File: config.mk
export PLATFORM = sky130hd
export DESIGN_NAME = uart_tx_fifo_flat
export DESIGN_NICKNAME = d
export VERILOG_FILES = /design/src/rtl/uart_tx_fifo_if.sv /design/src/rtl/uart_tx_fifo.sv /design/src/flat_wrapper.sv
export SDC_FILE = /design/constraint.sdc
export NUM_CORES = 1
export LEC_CHECK = 0
export ABC_AREA = 1
export BUFFER_PORTS_ARGS = -buffer_cell sky130_fd_sc_hd__buf_2
export CORE_MARGIN = 2
export CORE_UTILIZATION = 50
export DETAILED_ROUTE_END_ITERATION = 8
export GPL_ROUTABILITY_DRIVEN = 0
export GPL_TIMING_DRIVEN = 0
export PLACE_DENSITY = 0.78
export RECOVER_POWER = 25
export SLEW_MARGIN = 20
export SYNTH_ARGS = -nofsm -noshare
export SYNTH_HDL_FRONTEND = slang
export SYNTH_SLANG_ARGS = --single-unit
export TNS_END_PERCENT = 5
File: constraint.sdc
create_clock -name clk -period 1.92 [get_ports clk]
set_input_delay 0.384 -clock clk [delete_from_list [all_inputs] [get_ports clk]]
set_output_delay 0.384 -clock clk [all_outputs]
set_load 0.05 [all_outputs]
File: src/rtl/uart_tx_fifo_if.sv
`default_nettype none
// ============================================================================
// Module      : uart_tx_fifo_if
// Description : Producer-side and transmitter-side handshake bundle for
//               uart_tx_fifo. The master modport is the producer/transmitter
//               environment; the slave modport is the FIFO block itself.
//               sent_count exists only when UART_TX_FIFO_STATS_EN is defined.
// Revision    : 1.0 - initial release
// ============================================================================
interface uart_tx_fifo_if #(
  parameter int ADDR_W = 4
);
  logic [7:0]      wr_data;
  logic            wr_en;
  logic            full;
  logic            empty;
  logic [ADDR_W:0] level;
  logic            overflow;
  logic            tx_err;
  logic [7:0]      data_in;
  logic            send;
  logic            busy;
`ifdef UART_TX_FIFO_STATS_EN
  logic [15:0]     sent_count;
`endif

  modport slave (
    input  wr_data, wr_en, busy,
    output full, empty, level, overflow, tx_err, data_in, send
`ifdef UART_TX_FIFO_STATS_EN
    , output sent_count
`endif
  );

  modport master (
    output wr_data, wr_en, busy,
    input  full, empty, level, overflow, tx_err, data_in, send
`ifdef UART_TX_FIFO_STATS_EN
    , input sent_count
`endif
  );
endinterface
`default_nettype wire

File: src/rtl/uart_tx_fifo.sv
`default_nettype none
// ============================================================================
// Module      : uart_tx_fifo
// Description : Circular byte FIFO feeding a UART transmitter through its
//               data_in/send/busy handshake. Bytes are launched one at a
//               time; a missing busy response is flagged as tx_err.
//               Optional launch counter enabled by UART_TX_FIFO_STATS_EN.
// Revision    : 1.0 - initial release
// ============================================================================
module uart_tx_fifo #(
  parameter int DEPTH        = 16,
  parameter int ADDR_W       = 4,
  parameter int BUSY_TIMEOUT = 8
) (
  input  wire logic        clk,
  input  wire logic        rst,
  uart_tx_fifo_if.slave    bus
);

  localparam logic [ADDR_W:0] FULL_LEVEL = (ADDR_W + 1)'(DEPTH);
  localparam logic [7:0]      TMO_LAST   = 8'(BUSY_TIMEOUT - 1);

  typedef enum logic [1:0] {
    IDLE      = 2'd0,
    LAUNCH    = 2'd1,
    WAIT_BUSY = 2'd2,
    WAIT_DONE = 2'd3
  } state_t;

  state_t           state;
  state_t           state_nxt;
  logic [7:0]       mem [DEPTH];
  logic [ADDR_W-1:0] wr_ptr;
  logic [ADDR_W-1:0] rd_ptr;
  logic [ADDR_W:0]  level;
  logic [7:0]       tmo_cnt;
  logic             tmo_hit;
  logic             overflow;
  logic             tx_err;
  logic [7:0]       data_in;
  logic             full;
  logic             empty;
  logic             wr_accept;
  logic             pop;

  // Flags come from the registered level so a pop cannot admit a same-cycle write when full.
  assign full      = (level == FULL_LEVEL);
  assign empty     = (level == '0);
  assign wr_accept = bus.wr_en && !full;
  assign pop       = (state == LAUNCH);

  // Storage array; contents need no reset since level gates every read.
  always_ff @(posedge clk) begin
    if (wr_accept) begin
      mem[wr_ptr] <= bus.wr_data;
    end
  end

  // Pointers, occupancy and overflow flag.
  always_ff @(posedge clk) begin
    if (rst) begin
      wr_ptr   <= '0;
      rd_ptr   <= '0;
      level    <= '0;
      overflow <= 1'b0;
    end else begin
      if (wr_accept) begin
        wr_ptr <= wr_ptr + 1'b1;
      end
      if (pop) begin
        rd_ptr <= rd_ptr + 1'b1;
      end
      case ({wr_accept, pop})
        2'b10:   level <= level + 1'b1;
        2'b01:   level <= level - 1'b1;
        default: level <= level;
      endcase
      if (bus.wr_en && full) begin
        overflow <= 1'b1;
      end
    end
  end

  // State register, busy timeout counter, launch data and error flag.
  always_ff @(posedge clk) begin
    if (rst) begin
      state   <= IDLE;
      tmo_cnt <= '0;
      data_in <= 8'h00;
      tx_err  <= 1'b0;
    end else begin
      state <= state_nxt;
      if (state == LAUNCH) begin
        tmo_cnt <= '0;
      end else if (state == WAIT_BUSY && !bus.busy) begin
        tmo_cnt <= tmo_cnt + 1'b1;
      end
      // Capture the head byte as we enter LAUNCH so it is valid alongside send.
      if (state == IDLE && state_nxt == LAUNCH) begin
        data_in <= mem[rd_ptr];
      end
      if (tmo_hit) begin
        tx_err <= 1'b1;
      end
    end
  end

  // Next-state decode for the launch handshake.
  always_comb begin
    state_nxt = state;
    tmo_hit   = 1'b0;
    case (state)
      IDLE: begin
        if (!empty && !bus.busy) begin
          state_nxt = LAUNCH;
        end
      end
      LAUNCH: begin
        state_nxt = WAIT_BUSY;
      end
      WAIT_BUSY: begin
        if (bus.busy) begin
          state_nxt = WAIT_DONE;
        end else if (tmo_cnt == TMO_LAST) begin
          // Transmitter never responded; the byte is treated as consumed.
          tmo_hit   = 1'b1;
          state_nxt = IDLE;
        end
      end
      WAIT_DONE: begin
        if (!bus.busy) begin
          state_nxt = IDLE;
        end
      end
      default: begin
        state_nxt = IDLE;
      end
    endcase
  end

`ifdef UART_TX_FIFO_STATS_EN
  logic [15:0] sent_count;

  // Launch counter, wraps naturally at 16 bits.
  always_ff @(posedge clk) begin
    if (rst) begin
      sent_count <= 16'h0000;
    end else if (state == LAUNCH) begin
      sent_count <= sent_count + 1'b1;
    end
  end

  assign bus.sent_count = sent_count;
`endif

  assign bus.full     = full;
  assign bus.empty    = empty;
  assign bus.level    = level;
  assign bus.overflow = overflow;
  assign bus.tx_err   = tx_err;
  assign bus.data_in  = data_in;
  assign bus.send     = (state == LAUNCH);

endmodule
`default_nettype wire

File: src/flat_wrapper.sv
// flat-port wrapper written by rule: the top's interface ports become plain ports
module uart_tx_fifo_flat 
#(
  parameter int DEPTH        = 16,
  parameter int ADDR_W       = 4,
  parameter int BUSY_TIMEOUT = 8
)
  (clk, rst, bus_wr_data, bus_wr_en, bus_busy, bus_full, bus_empty, bus_level, bus_overflow, bus_tx_err, bus_data_in, bus_send);
  uart_tx_fifo_if #(.ADDR_W(ADDR_W)) bus_i ();
  input  wire logic clk;
  input  wire logic rst;
  input wire logic [$bits(bus_i.wr_data)-1:0] bus_wr_data;
  input wire logic [$bits(bus_i.wr_en)-1:0] bus_wr_en;
  input wire logic [$bits(bus_i.busy)-1:0] bus_busy;
  output wire logic [$bits(bus_i.full)-1:0] bus_full;
  output wire logic [$bits(bus_i.empty)-1:0] bus_empty;
  output wire logic [$bits(bus_i.level)-1:0] bus_level;
  output wire logic [$bits(bus_i.overflow)-1:0] bus_overflow;
  output wire logic [$bits(bus_i.tx_err)-1:0] bus_tx_err;
  output wire logic [$bits(bus_i.data_in)-1:0] bus_data_in;
  output wire logic [$bits(bus_i.send)-1:0] bus_send;
  assign bus_i.wr_data = bus_wr_data;
  assign bus_i.wr_en = bus_wr_en;
  assign bus_i.busy = bus_busy;
  assign bus_full = bus_i.full;
  assign bus_empty = bus_i.empty;
  assign bus_level = bus_i.level;
  assign bus_overflow = bus_i.overflow;
  assign bus_tx_err = bus_i.tx_err;
  assign bus_data_in = bus_i.data_in;
  assign bus_send = bus_i.send;
  uart_tx_fifo #(.DEPTH(DEPTH), .ADDR_W(ADDR_W), .BUSY_TIMEOUT(BUSY_TIMEOUT)) u_core (.clk(clk), .rst(rst), .bus(bus_i));
endmodule
; Yosys cells after proc, flatten, opt, wreduce, memory -nomap -nowiden
; Memories as Yosys holds them, arrays and structs flattened. A register that Yosys moved wholly into a read port is not among the register bits.
; Cells that the tools add are included.
[word_totals]
regBits = 25
ramBits = 128
in_bits = 12
output_inout_bits = 18
wordCells = 44
memories = 1
[mem_list]
columns = memory, depth, word_bits, rd, rd_ports_with_merged_regs, wr, line
row1 = u_core.mem, 16, 8, 1, 1, 1, uart_tx_fifo.sv:32  ; logic [7:0] mem [DEPTH];
[classes]
n_addsub = 5
n_eq_ne = 8
n_mux = 11
reduce_logical = 12
[ops]
columns = cell, n
row1 = $pmux 5 s2, 1
row2 = $add 4x1->4 const B, 2
row3 = $add 8x1->8 const B, 1
row4 = $eq 8x3->1 const B, 1
row5 = $mux 2, 4
row6 = $pmux 2 s4, 1
row7 = $eq 2x1->1 const B, 3
row8 = $eq 2x2->1 const B, 3
row9 = $add 5x1->5 const B, 1
row10 = $eq 5x5->1 const B, 1
row11 = $logic_and 1x1->1, 5
row12 = $logic_not 5->1, 1
row13 = $mux 1, 5
row14 = $sub 5x1->5 const B, 1
row15 = $logic_not 1->1, 3
row16 = $logic_not 2->1, 1
row17 = $reduce_bool 2->1, 1
row18 = $reduce_or 2->1, 1

; Depth between registers and ports, before layout
[logic_depth]
depth_word = 7
mapped_depth = 14

; Worst setup path before layout
; Ideal clock, no wire load.
[synth_path]
path_kind = register to register
startpoint = reg u_core.state[0]
endpoint = reg u_core.level[4] (netlist: u_core.bus.level[4])
setup_time_ps = 134
t_arrival_ps = 2154
path_slack_ps = -367
path_stages_with_launch = 13
path_buffers = 0
period_less_slack_ps = 2287
path_cell_list = dfxtp_1 -> inv_1 -> nor2_2 -> ha_1 -> xor2_1 -> ha_1 -> inv_1 -> nand2_1 -> nand3_1 -> nand3b_1 -> nand2_1 -> nand2_1 -> a21oi_1
[synth_via]
elab_chain_len = 3
word_cells_on_any_way = 5
cone_classes = 3 x eq/ne / 1 x mux / 1 x reduce/logical
[synth_lines]
columns = element, line
row1 = start: declaration, uart_tx_fifo.sv:30  ; state_t state;
row2 = start signal: assignment, uart_tx_fifo.sv:92  ; state <= state_nxt;
row3 = $eq 2x1->1 (*), n/a
row4 = named net bus_send, flat_wrapper.sv:21  ; output wire logic [$bits(bus_i.send)-1:0] bus_send;
row5 = $eq 2x1->1 / $eq 2x2->1 (equally long branches), uart_tx_fifo.sv:73  ; case ({wr_accept, pop})
row6 = $pmux 5 s2 / $reduce_bool 2->1 (equally long branches), n/a
row7 = end signal: assignment, uart_tx_fifo.sv:74  ; 2'b10: level <= level + 1'b1;
row8 = end signal: assignment, uart_tx_fifo.sv:75  ; 2'b01: level <= level - 1'b1;
row9 = end signal: assignment, uart_tx_fifo.sv:76  ; default: level <= level;
row10 = end: declaration, uart_tx_fifo.sv:35  ; logic [ADDR_W:0] level;
; Mark *: on every way through the listed nets, which the timed path passes. The rest lies on a longest branch.
; A chain may end at the register's enable or synchronous reset.

; Worst setup path in the final report
[layout_path]
startpoint = reg u_core.level[1] (netlist: u_core.bus.level[1])
endpoint = mem u_core.mem[5][5], enable pin
[layout_via]
elab_chain_len = 5
[layout_lines]
columns = element, line
row1 = $eq 5x5->1, uart_tx_fifo.sv:47  ; assign full = (level == FULL_LEVEL);
row2 = $logic_not 1->1, uart_tx_fifo.sv:49  ; assign wr_accept = bus.wr_en && !full;
row3 = $logic_and 1x1->1, uart_tx_fifo.sv:49
row4 = $mux 1, uart_tx_fifo.sv:54  ; if (wr_accept) begin
row5 = $mux 1 (not written as such), uart_tx_fifo.sv:55  ; mem[wr_ptr] <= bus.wr_data;
row6 = end: declaration, uart_tx_fifo.sv:32
; Every way passes these cells.

==> results.yml <==
grt:
  grt_overflow_total: 0
  groute.usage.overall_pct: 23.4
  antenna_found_initial: 0
  grt_pass1_vias: 4809
  grt_pass1_wl_um: 25400
  grt_max_degree: 17
pwr:
  total_power_mw: 9.54
  power_leakage_nw: 3.44
  peakVddDrop_mv: 0.682
  p_per_area_nw_per_um2: 1160
place:
  placed_cells: 954
  dp.final_hpwl_um: 11200
  dpl_cell_area_um2: 7510
  post-place-ws_ps: -195
  numPortBuffers: 29
synth:
  synth_most_common_cell: "nand2_1"
  synth_async_sr_flop_share_pct: 0
  ys_seq_area_share_pct: 63.4
  synthTopCellsByArea: "edfxtp_1 (54%), nand2_1 (12%), dfxtp_1 (9.3%), nand3_1 (6.8%), inv_1 (6.0%)"
  postSynthRegisterBits: 161
  syn_nets: 767
  ys_dominant_reg_cell: "edfxtp_1"
  synthCells: 745
  synth.top_cell.area_share_pct: 54.1
  synth.cell_area_um2: 7110
  synth.avg_cell_area_um2: 9.54
  yosysWarnings: 0
  synth_edf_count: 128
  ys_top_cells_by_count: "nand2_1 (235), edfxtp_1 (128), inv_1 (113), nand3_1 (97), dfxtp_1 (33)"
  ys_types: 31
  synth.largest_area_cell: "edfxtp_1"
floorplan:
  coreArea_um2: 13900
  rows: 43
  start_util_pct: 51.2
  boundaryPins: 30
  die_h_um: 123
  die_area_um2: 15200
  die_w_um: 123
timing:
  layout_setup_ws_ps: -62.2
  rsz0062_at_grt: "yes"
  min_period_ps: 1980
  fin_setup_tns_ps: -1520
  fin_skew_ps: 5.42
  clock.fmax_ghz: 0.504
  fin_crit_sh_pct: 103
  slew_viol_final: 0
  slew_headroom_pct: 39.8
  setup_viol: 33
  final_hold_viol_count: 0
  whs_ps: 238
  worst_pin_slew_ps: 903
final_layout:
  drive_gt1_share_pct: 15.2
  seq_area_um2: 4520
  multiInputGateArea_um2: 2160
  area_growth_pct: 15.7
  design_area_um2: 8220
  layout.nets: 820
  fin_cells: 991
  final_core_util_pct: 59.2
  fill_cells: 1113
  antenna_cells: 0
worst_hold_path:
  hold_depth: 3
  hold_class: "in -> reg"
drt:
  num_vias: 5234
  detail-route-antenna-nets: 0
  drt_iter0_drc: 506
  dr.pass1.iters: 5
  avgViaCountPerCell: 5.28
  wl_per_cell_um: 17.1
  drc: 0
  totalWireLength_um: 17000
critical_path:
  crit_type: "reg -> reg"
  end_kind: "register"
  required_ps: 2000
  cp_max_fo: 8
  reg2regPathDepth: 7
  startpoint_type: "register"
  cp.arrival_ps: 2060
run_status:
  status: "finished with violations"
  violations: "setup timing"
clock_network:
  numCtsBuffers: 17
  clock_path_buffers: 2
  cts_num_sinks: 161
  cts_tree: "yes"
  holdBufCountCts: 0
  h-tree-depth: 4
  clkLatencyLatePin_ps: 430
  cts.clk_slew.worst_paths_ps: 60
  clockRootBuffer: "clkbuf_16"
flow_run:
  cap_violations: 0
routing by layer:
layer / global-route usage [%] / vias up / share of wire [%]
met2: 37.4 / 226 / 48
met3: 6.64 / 55 / 9.4
met4: 9.66 / 0 / 3.4
li1: - / 2526 / -
met1: 30.2 / 2427 / 39
met5: 0 / - / 0
where the power goes:
part	total, mW	internal [mW]	leakage, nW	switching, mW
clock network	3.05	1.65	0.244	1.39
logic	2.40	0.634	1.77	1.77
registers	4.09	3.95	1.43	0.139
total	9.54	6.24	3.44	3.30
path summary, 6_finish.rpt:
kind	startpoint	end	slack, ps
setup / recovery	u_core.bus.level[1]	u_core.mem[5][5]	-60
hold reg to reg	u_core.tmo_cnt[7]	u_core.tmo_cnt[7]	460
hold / removal	bus_wr_en	u_core.bus.overflow	240
setup reg to reg	u_core.bus.level[1]	u_core.mem[5][5]	-60
area by class of cell:
| cell class | instances | area share, % |
|---|---|---|
| Inverter | 119 | 5.43 |
| Buffer | 27 | 1.76 |
| Multi-Input combinational cell | 438 | 26.3 |
| Clock buffer | 17 | 5.17 |
| Tap cell | 180 | 2.74 |
| Clock inverter | 15 | 1.34 |
| Sequential cell | 161 | 55.0 |
| Timing Repair Buffer | 34 | 2.27 |
placed cells by master, fill, tap and decap left out, types with 5 or more instances in the layout:
| master | synthesis | routed |
|---|---|---|
| buf_4 | 8 | 13 |
| a21oi_1 | 28 | 28 |
| nor2_4 | 0 | 14 |
| nor2_2 | 2 | 5 |
| nand4_1 | 5 | 5 |
| clkinvlp_4 | 0 | 6 |
| dfxtp_1 | 33 | 27 |
| inv_2 | 4 | 7 |
| nor2_1 | 29 | 12 |
| clkbuf_1 | 4 | 9 |
| o21ai_0 | 10 | 10 |
| nand2_1 | 235 | 233 |
| buf_2 | 11 | 34 |
| nand3_1 | 97 | 96 |
| edfxtp_1 | 128 | 128 |
| ha_1 | 10 | 8 |
| clkbuf_16 | 0 | 17 |
| inv_1 | 113 | 110 |
flip-flops by register name, summed over array words and instances (netlist names):
register and cells:
u_core.tmo_cnt 8, u_core.wr_ptr 4, u_core.mem 128, u_core.bus.tx_err 1, u_core.state 2, u_core.bus.data_in 8
u_core.rd_ptr 4, u_core.bus.overflow 1, u_core.bus.level 5
cells by family after synthesis:
logic type               Yosys count  synth area share (%)
AO/OA/AOI/OAI                     42                  3.04
XOR/XNOR                           6                 0.739
adder cells (fa/ha/maj)           10                  1.76
buffers and inverters            146                  8.32
flip-flops                       161                  63.4
AND/OR/NAND/NOR                  380                  22.8
critical path, stage by stage (launching register included):
cell and delay, ps:
dfxtp_4 370, inv_1 60, nand4_1 170, nand2_4 90, buf_4 160, inv_2 100
nand2_1 230, nor2_2 460
repair_timing:
action,in CTS,in global routing
setup endpoints to repair,113,117
pin swaps,1,7
resized for setup,11,32
setup buffers,0,5
Power figures use the tool's default switching activity.
